`config.mk`:
```
export PLATFORM = sky130hd
export DESIGN_NAME = lrc_frame_ctrl_flat
export DESIGN_NICKNAME = d
export VERILOG_FILES = /design/src/rtl/lrc_pkg.sv /design/src/rtl/lrc_frame_ctrl_if.sv /design/src/rtl/lrc_accum.sv /design/src/rtl/lrc_frame_ctrl.sv /design/src/flat_wrapper.sv
export SDC_FILE = /design/constraint.sdc
export NUM_CORES = 1
export LEC_CHECK = 0
export ABC_CLOCK_PERIOD_IN_PS = 2370
export CORE_AREA = 4 4 65 78
export DETAILED_ROUTE_END_ITERATION = 12
export DIE_AREA = 0 0 69 82
export PLACE_DENSITY = 0.86
export SETUP_SLACK_MARGIN = 0.2
export SYNTH_ARGS = -nofsm -noshare
export SYNTH_HDL_FRONTEND = slang
export SYNTH_HIERARCHICAL = 1
export SYNTH_SLANG_ARGS = --single-unit
```
`constraint.sdc`:
```
create_clock -name clk -period 2.37 [get_ports clk]
set_input_delay 0.711 -clock clk [delete_from_list [all_inputs] [get_ports clk]]
set_output_delay 0.711 -clock clk [all_outputs]
set_load 0.1 [all_outputs]
```
`src/rtl/lrc_pkg.sv`:
```
// rtl/lrc_pkg.sv - shared types and constants for the LRC frame controller
//
// Purpose: FSM state encoding, GEN/CHECK mode encoding, the LRC mask constant
// and the two's-complement finalize helper used by lrc_accum.
// Ports: none (package).

package lrc_pkg;

    typedef enum logic [1:0] {
        IDLE   = 2'd0,
        ACCUM  = 2'd1,
        RESULT = 2'd2
    } lrc_state_e;

    typedef enum logic {
        MODE_GEN   = 1'b0,
        MODE_CHECK = 1'b1
    } lrc_mode_e;

    localparam logic [7:0] LRC_MASK = 8'hFF;

    // LRC is the two's complement of the byte sum, so that sum + LRC == 0 mod 256.
    function automatic logic [7:0] lrc_finalize(input logic [7:0] sum);
        return (sum ^ LRC_MASK) + 8'd1;
    endfunction

endpackage

```
`src/rtl/lrc_frame_ctrl_if.sv`:
```
// rtl/lrc_frame_ctrl_if.sv - frame request, byte stream and result bundle
//
// Purpose: groups the control, byte-stream and result handshakes of
// lrc_frame_ctrl. clk/rst are not part of the bundle.
// Signals:
//   start/mode/len/abort       frame request and cancel
//   in_valid/in_data/in_ready  byte stream into the controller
//   out_valid/out_lrc/out_ok   result, held until out_ready
//   busy/byte_count            status
// Modports: master = frame source / result consumer, slave = controller.

interface lrc_frame_ctrl_if #(
    parameter int LEN_W = 8
) ();

    logic             start;
    logic             mode;
    logic [LEN_W-1:0] len;
    logic             abort;

    logic             in_valid;
    logic [7:0]       in_data;
    logic             in_ready;

    logic             out_valid;
    logic [7:0]       out_lrc;
    logic             out_ok;
    logic             out_ready;

    logic             busy;
    logic [LEN_W:0]   byte_count;

    modport master (
        output start, mode, len, abort,
        output in_valid, in_data,
        input  in_ready,
        input  out_valid, out_lrc, out_ok,
        output out_ready,
        input  busy, byte_count
    );

    modport slave (
        input  start, mode, len, abort,
        input  in_valid, in_data,
        output in_ready,
        output out_valid, out_lrc, out_ok,
        input  out_ready,
        output busy, byte_count
    );

endinterface

```
`src/rtl/lrc_accum.sv`:
```
// rtl/lrc_accum.sv - 8-bit modulo-256 byte sum with finalize output
//
// Purpose: holds the running byte sum of a frame.
// Ports:
//   clk, rst   clock, synchronous active-high reset
//   clr        clear the sum (takes priority over en)
//   en, data   add data to the sum this cycle
//   sum        current sum
//   fin        two's complement of the current sum (the GEN-mode LRC)

module lrc_accum
    import lrc_pkg::*;
(
    input  logic       clk,
    input  logic       rst,
    input  logic       clr,
    input  logic       en,
    input  logic [7:0] data,
    output logic [7:0] sum,
    output logic [7:0] fin
);

    logic [7:0] sum_q;
    logic [7:0] sum_d;

    always_comb begin
        sum_d = sum_q;
        if (clr) begin
            sum_d = 8'h00;
        end else if (en) begin
            sum_d = sum_q + data;   // 8-bit result wraps mod 256
        end
    end

    always_ff @(posedge clk) begin
        if (rst) begin
            sum_q <= 8'h00;
        end else begin
            sum_q <= sum_d;
        end
    end

    assign sum = sum_q;
    assign fin = lrc_finalize(sum_q);

endmodule

```
`src/rtl/lrc_frame_ctrl.sv`:
```
// rtl/lrc_frame_ctrl.sv - LRC generate/check frame controller
//
// Purpose: accepts a frame request (mode, len), sums len payload bytes (GEN)
// or len payload bytes plus the trailing LRC byte (CHECK), then presents the
// LRC or the residual on a held result handshake.
// Ports:
//   clk   single clock
//   rst   synchronous active-high reset
//   bus   lrc_frame_ctrl_if slave modport (request, byte stream, result, status)

module lrc_frame_ctrl
    import lrc_pkg::*;
#(
    parameter int LEN_W = 8
) (
    input  logic             clk,
    input  logic             rst,
    lrc_frame_ctrl_if.slave  bus
);

    lrc_state_e       state_q, state_d;
    logic [LEN_W-1:0] len_q,   len_d;
    lrc_mode_e        mode_q,  mode_d;
    logic [LEN_W:0]   cnt_q,   cnt_d;

    logic             acc_clr;
    logic             acc_en;
    logic [7:0]       acc_sum;
    logic [7:0]       acc_fin;

    logic             in_ready;
    logic             accept;
    logic [LEN_W:0]   cnt_inc;
    logic [LEN_W:0]   target;

    // abort gates in_ready so an abort cycle never accepts a byte
    assign in_ready = (state_q == ACCUM) && !bus.abort;
    assign accept   = bus.in_valid && in_ready;
    assign cnt_inc  = cnt_q + {{LEN_W{1'b0}}, 1'b1};

    // CHECK also consumes the trailing LRC byte; one extra bit keeps len+1 exact
    assign target   = {1'b0, len_q} + {{LEN_W{1'b0}}, (mode_q == MODE_CHECK)};

    always_comb begin
        state_d = state_q;
        len_d   = len_q;
        mode_d  = mode_q;
        cnt_d   = cnt_q;
        acc_clr = 1'b0;
        acc_en  = 1'b0;

        case (state_q)
            IDLE: begin
                if (bus.start) begin
                    len_d   = bus.len;
                    mode_d  = lrc_mode_e'(bus.mode);
                    cnt_d   = '0;
                    acc_clr = 1'b1;
                    // an empty GEN frame has nothing to accumulate
                    if ((bus.len == '0) && (bus.mode == MODE_GEN)) begin
                        state_d = RESULT;
                    end else begin
                        state_d = ACCUM;
                    end
                end
            end

            ACCUM: begin
                if (bus.abort) begin
                    state_d = IDLE;
                end else if (accept) begin
                    acc_en = 1'b1;
                    cnt_d  = cnt_inc;
                    if (cnt_inc == target) begin
                        state_d = RESULT;
                    end
                end
            end

            RESULT: begin
                if (bus.abort || bus.out_ready) begin
                    state_d = IDLE;
                end
            end

            default: begin
                state_d = IDLE;
            end
        endcase
    end

    always_ff @(posedge clk) begin
        if (rst) begin
            state_q <= IDLE;
            len_q   <= '0;
            mode_q  <= MODE_GEN;
            cnt_q   <= '0;
        end else begin
            state_q <= state_d;
            len_q   <= len_d;
            mode_q  <= mode_d;
            cnt_q   <= cnt_d;
        end
    end

    lrc_accum u_accum (
        .clk  (clk),
        .rst  (rst),
        .clr  (acc_clr),
        .en   (acc_en),
        .data (bus.in_data),
        .sum  (acc_sum),
        .fin  (acc_fin)
    );

    // Result outputs decode only flops: the sum is frozen in RESULT, so they
    // hold steady for as long as out_ready stays low.
    always_comb begin
        bus.out_valid = 1'b0;
        bus.out_lrc   = 8'h00;
        bus.out_ok    = 1'b0;
        if (state_q == RESULT) begin
            bus.out_valid = 1'b1;
            if (mode_q == MODE_CHECK) begin
                bus.out_lrc = acc_sum;
                bus.out_ok  = (acc_sum == 8'h00);
            end else begin
                bus.out_lrc = acc_fin;
                bus.out_ok  = 1'b1;
            end
        end
    end

    assign bus.in_ready   = in_ready;
    assign bus.busy       = (state_q != IDLE);
    assign bus.byte_count = cnt_q;

endmodule

```
`src/flat_wrapper.sv`:
```
// flat-port wrapper written by rule: the top's interface ports become plain ports
module lrc_frame_ctrl_flat import lrc_pkg::*;
#(
    parameter int LEN_W = 8
)
  (clk, rst, bus_start, bus_mode, bus_len, bus_abort, bus_in_valid, bus_in_data, bus_in_ready, bus_out_valid, bus_out_lrc, bus_out_ok, bus_out_ready, bus_busy, bus_byte_count);
  lrc_frame_ctrl_if #(.LEN_W(LEN_W)) bus_i ();
  input  logic clk;
  input  logic rst;
  input wire logic [$bits(bus_i.start)-1:0] bus_start;
  input wire logic [$bits(bus_i.mode)-1:0] bus_mode;
  input wire logic [$bits(bus_i.len)-1:0] bus_len;
  input wire logic [$bits(bus_i.abort)-1:0] bus_abort;
  input wire logic [$bits(bus_i.in_valid)-1:0] bus_in_valid;
  input wire logic [$bits(bus_i.in_data)-1:0] bus_in_data;
  output wire logic [$bits(bus_i.in_ready)-1:0] bus_in_ready;
  output wire logic [$bits(bus_i.out_valid)-1:0] bus_out_valid;
  output wire logic [$bits(bus_i.out_lrc)-1:0] bus_out_lrc;
  output wire logic [$bits(bus_i.out_ok)-1:0] bus_out_ok;
  input wire logic [$bits(bus_i.out_ready)-1:0] bus_out_ready;
  output wire logic [$bits(bus_i.busy)-1:0] bus_busy;
  output wire logic [$bits(bus_i.byte_count)-1:0] bus_byte_count;
  assign bus_i.start = bus_start;
  assign bus_i.mode = bus_mode;
  assign bus_i.len = bus_len;
  assign bus_i.abort = bus_abort;
  assign bus_i.in_valid = bus_in_valid;
  assign bus_i.in_data = bus_in_data;
  assign bus_in_ready = bus_i.in_ready;
  assign bus_out_valid = bus_i.out_valid;
  assign bus_out_lrc = bus_i.out_lrc;
  assign bus_out_ok = bus_i.out_ok;
  assign bus_i.out_ready = bus_out_ready;
  assign bus_busy = bus_i.busy;
  assign bus_byte_count = bus_i.byte_count;
  lrc_frame_ctrl #(.LEN_W(LEN_W)) u_core (.clk(clk), .rst(rst), .bus(bus_i));
endmodule
```
==> out/summary.txt <==
Critical Path End - bus_out_lrc[7]
RSZ-0062 raised after global routing - true
Peak supply drop - 0.260 mV
Fin cells - 406
GR Overflow Total - 0
Port buffer count - 43
Largest net degree at the start of global routing - 15
Yosys reg bits - 28
First-pass GRT wire length - 10,700 um
Worst setup SP type - flop
Mux cell area share after synthesis - 5.26%
Routability Congestion - 0.914
DRT iter0 DRCs - 222
Total power - 1.75 mW
Die X - 69 um
Layout cells sized above 1 - 39.1%
Unique masters post-synth - 54
Synth Area in Simple Gates - 28.4%
Register area share after synthesis - 26.8%
Post-Syn Area - 2090 sq um
Post-Synthesis Cells - 273
CTS Sinks - 28
Fmax - 0.399 GHz
Fin worst setup slack - -136 ps
PwrDens - 509 nW/um^2
Initial DRT Pass Iterations - 4
Crit path launch - u_core/u_accum/sum[2]$_SDFFE_PP0P_
Layout overhead on the synthesized area - 64.2%
Worst path arrival time - 1800 ps
Via count - 2,394
Failing checks - setup timing
Wirelength, routed - 7760 um
Fill count - 224
# rows - 26
Worst Tran Pin Value - 578 ps
Final Cycle Share - 106%
Leading cell type in the layout, fill and taps excluded - buf_4
Post-layout nets - 387
Chip height - 82 um
Post-Synth Adder-Cell Area - 7.53%
Worst Path Max Fanout - 2
Design Area, Final - 3440 sq um
Status - finished, violations left
Largest family of logic cells by synthesized area - simple AND/OR/NAND/NOR gates
Die area - 5660 sq um
Number of global-route vias before repair - 2,369
Hold WC Path Type - reg -> reg
Worst Path Required - 1660 ps
WS Path Type - reg -> out
Synth Area per Inst - 7.67 sq um
Final Skew - 2.87 ps
Clk buf depth - 2
Fin Hold WS - 509 ps
Initial Util - 48.8%
Origin of the critical flop-to-flop path - u_core/u_accum/sum[2]$_SDFFE_PP0P_
Placed Cells - 385
Leak - 1.39 nW
Final slew viol count - 0
Tmin final - 2510 ps
# DRC - 0
Post-synthesis xor/xnor area fraction - 11.5%
EDFF count, synth - 0
Post-DP HPWL - 4500 um
IO Pins - 44
Hold-fix buffers, CTS - 0
Worst r2r dst - u_core/u_accum/sum[5]$_SDFFE_PP0P_
H-tree depth - 1
Yosys Warn Count - 6
Area of the core - 4290 sq um
R2R cell count - 11
Final setup fails - 5
Kind of end point of the critical path - output port
Slew HR - 61.3%
Commonest non-fill, non-tap cells in the layout - buf_4 (44), nor2_1 (28), nand2_1 (28), a21oi_1 (22), clkdlybuf4s50_1 (17)
Main flop type after synthesis - dfxtp_1
End-of-flow core utilization - 80.1%
Vias per cell - 5.90
Hold Startpoint - u_core/len_q[0]$_SDFFE_PP0P_
Antenna-violating nets left - 0
Root Driver - clkbuf_8
Reg clk slew, reported paths - 90 ps
Initial antenna violation count - 0
Worst skew pair latency - 270 ps
Total negative setup slack - -438 ps
Complex-gate fraction of the synthesized area - 15.8%
Clock buffer count from CTS - 3
Reg2Reg Setup Slack - 240 ps
# diodes - 0
CTS tree - built
Count of final hold-check violations - 0
Tot GR Track Use - 23.4%
Wire length per cell - 19.1 um
Max-Cap Viols - 0
Post-DP Area - 2990 sq um
Post-place setup slack - -324 ps
Syn Nets - 308
Asr flop ratio synth - 0%
layer usage:
metal | up-vias | global-route usage [%] | share of wire (%)
li1 | 1114 | - | -
met1 | 1132 | 23.6 | 37
met2 | 109 | 45.0 | 52
met3 | 39 | 2.82 | 5.3
met4 | 0 | 16.0 | 5.8
met5 | - | 0 | 0
synthesized netlist by cell type (all sizes together) (3+ instances only):
cell,instances,area [sq um]
nand2,33,124
dfxtp,28,561
nor3,8,45.0
xor2,9,78.8
nand3b,3,22.5
o21ai,8,40.0
buf,3,20.0
nand3,11,60.1
mux2i,11,110
xnor2,16,140
a21o,3,22.5
clkbuf,9,33.8
nor2,37,139
nor3b,3,27.5
and3,5,36.3
ha,11,138
nor4,7,50.1
inv,11,41.3
a21oi,25,129
worst max-delay path, cell delays in order (launching register included):
cell     delay (ps)
dfxtp_4         370
nor4_4          350
nand2_1         150
xor2_1          170
mux2i_1         240
nor2_4           60
buf_12          170
logic make-up (layout without fill, tap and decap cells):
family                   Yosys count  in the layout
buffers and inverters             24            101
adder cells (fa/ha/maj)           12             12
multiplexers                      11             11
AND/OR/NAND/NOR                  120            120
flip-flops                        28             28
AO/OA/AOI/OAI                     52             52
XOR/XNOR                          26             26
power by group:
| part | internal [mW] | leakage (nW) | switching, mW |
|---|---|---|---|
| Sequential | 0.502 | 0.236 | 0.0563 |
| Combinational | 0.389 | 1.14 | 0.547 |
| Clock | 0.114 | 0.0216 | 0.144 |
what timing repair did:
action                     CTS  global route
gates resized for setup     31            32
setup endpoints to repair   12            12
setup buffers               11             7
pin swaps                   15            18
final cells by class:
type / count / area, sq um / area share, %
multi-input cells: 221 / 1760 / 51.3
repair buffers: 86 / 905 / 26.3
flip-flops and latches: 28 / 597 / 17.4
well taps: 56 / 70.1 / 2.04
inverters: 12 / 62.6 / 1.82
clock buffers: 3 / 41.3 / 1.20
registers in the layout (all words and copies together), names as in the netlist:
name	count
u_core/state_q	2
u_core/u_accum/sum	8
u_core/bus.byte_count	9
u_core/len_q	8
u_core/mode_q	1
how the worst min path moves through the flow:
stage	to	slack [ps]	cells after the start
2_1_floorplan	u_core/len_q[0]$_SDFFE_PP0P_	440	2
3_3_place_gp	u_core/len_q[0]$_SDFFE_PP0P_	450	2
3_5_place_dp	u_core/len_q[0]$_SDFFE_PP0P_	460	2
4_1_cts	u_core/len_q[0]$_SDFFE_PP0P_	470	2
5_1_grt	u_core/len_q[3]$_SDFFE_PP0P_	540	2
6_report	u_core/len_q[0]$_SDFFE_PP0P_	510	2
(Power assumes the default switching activity.)
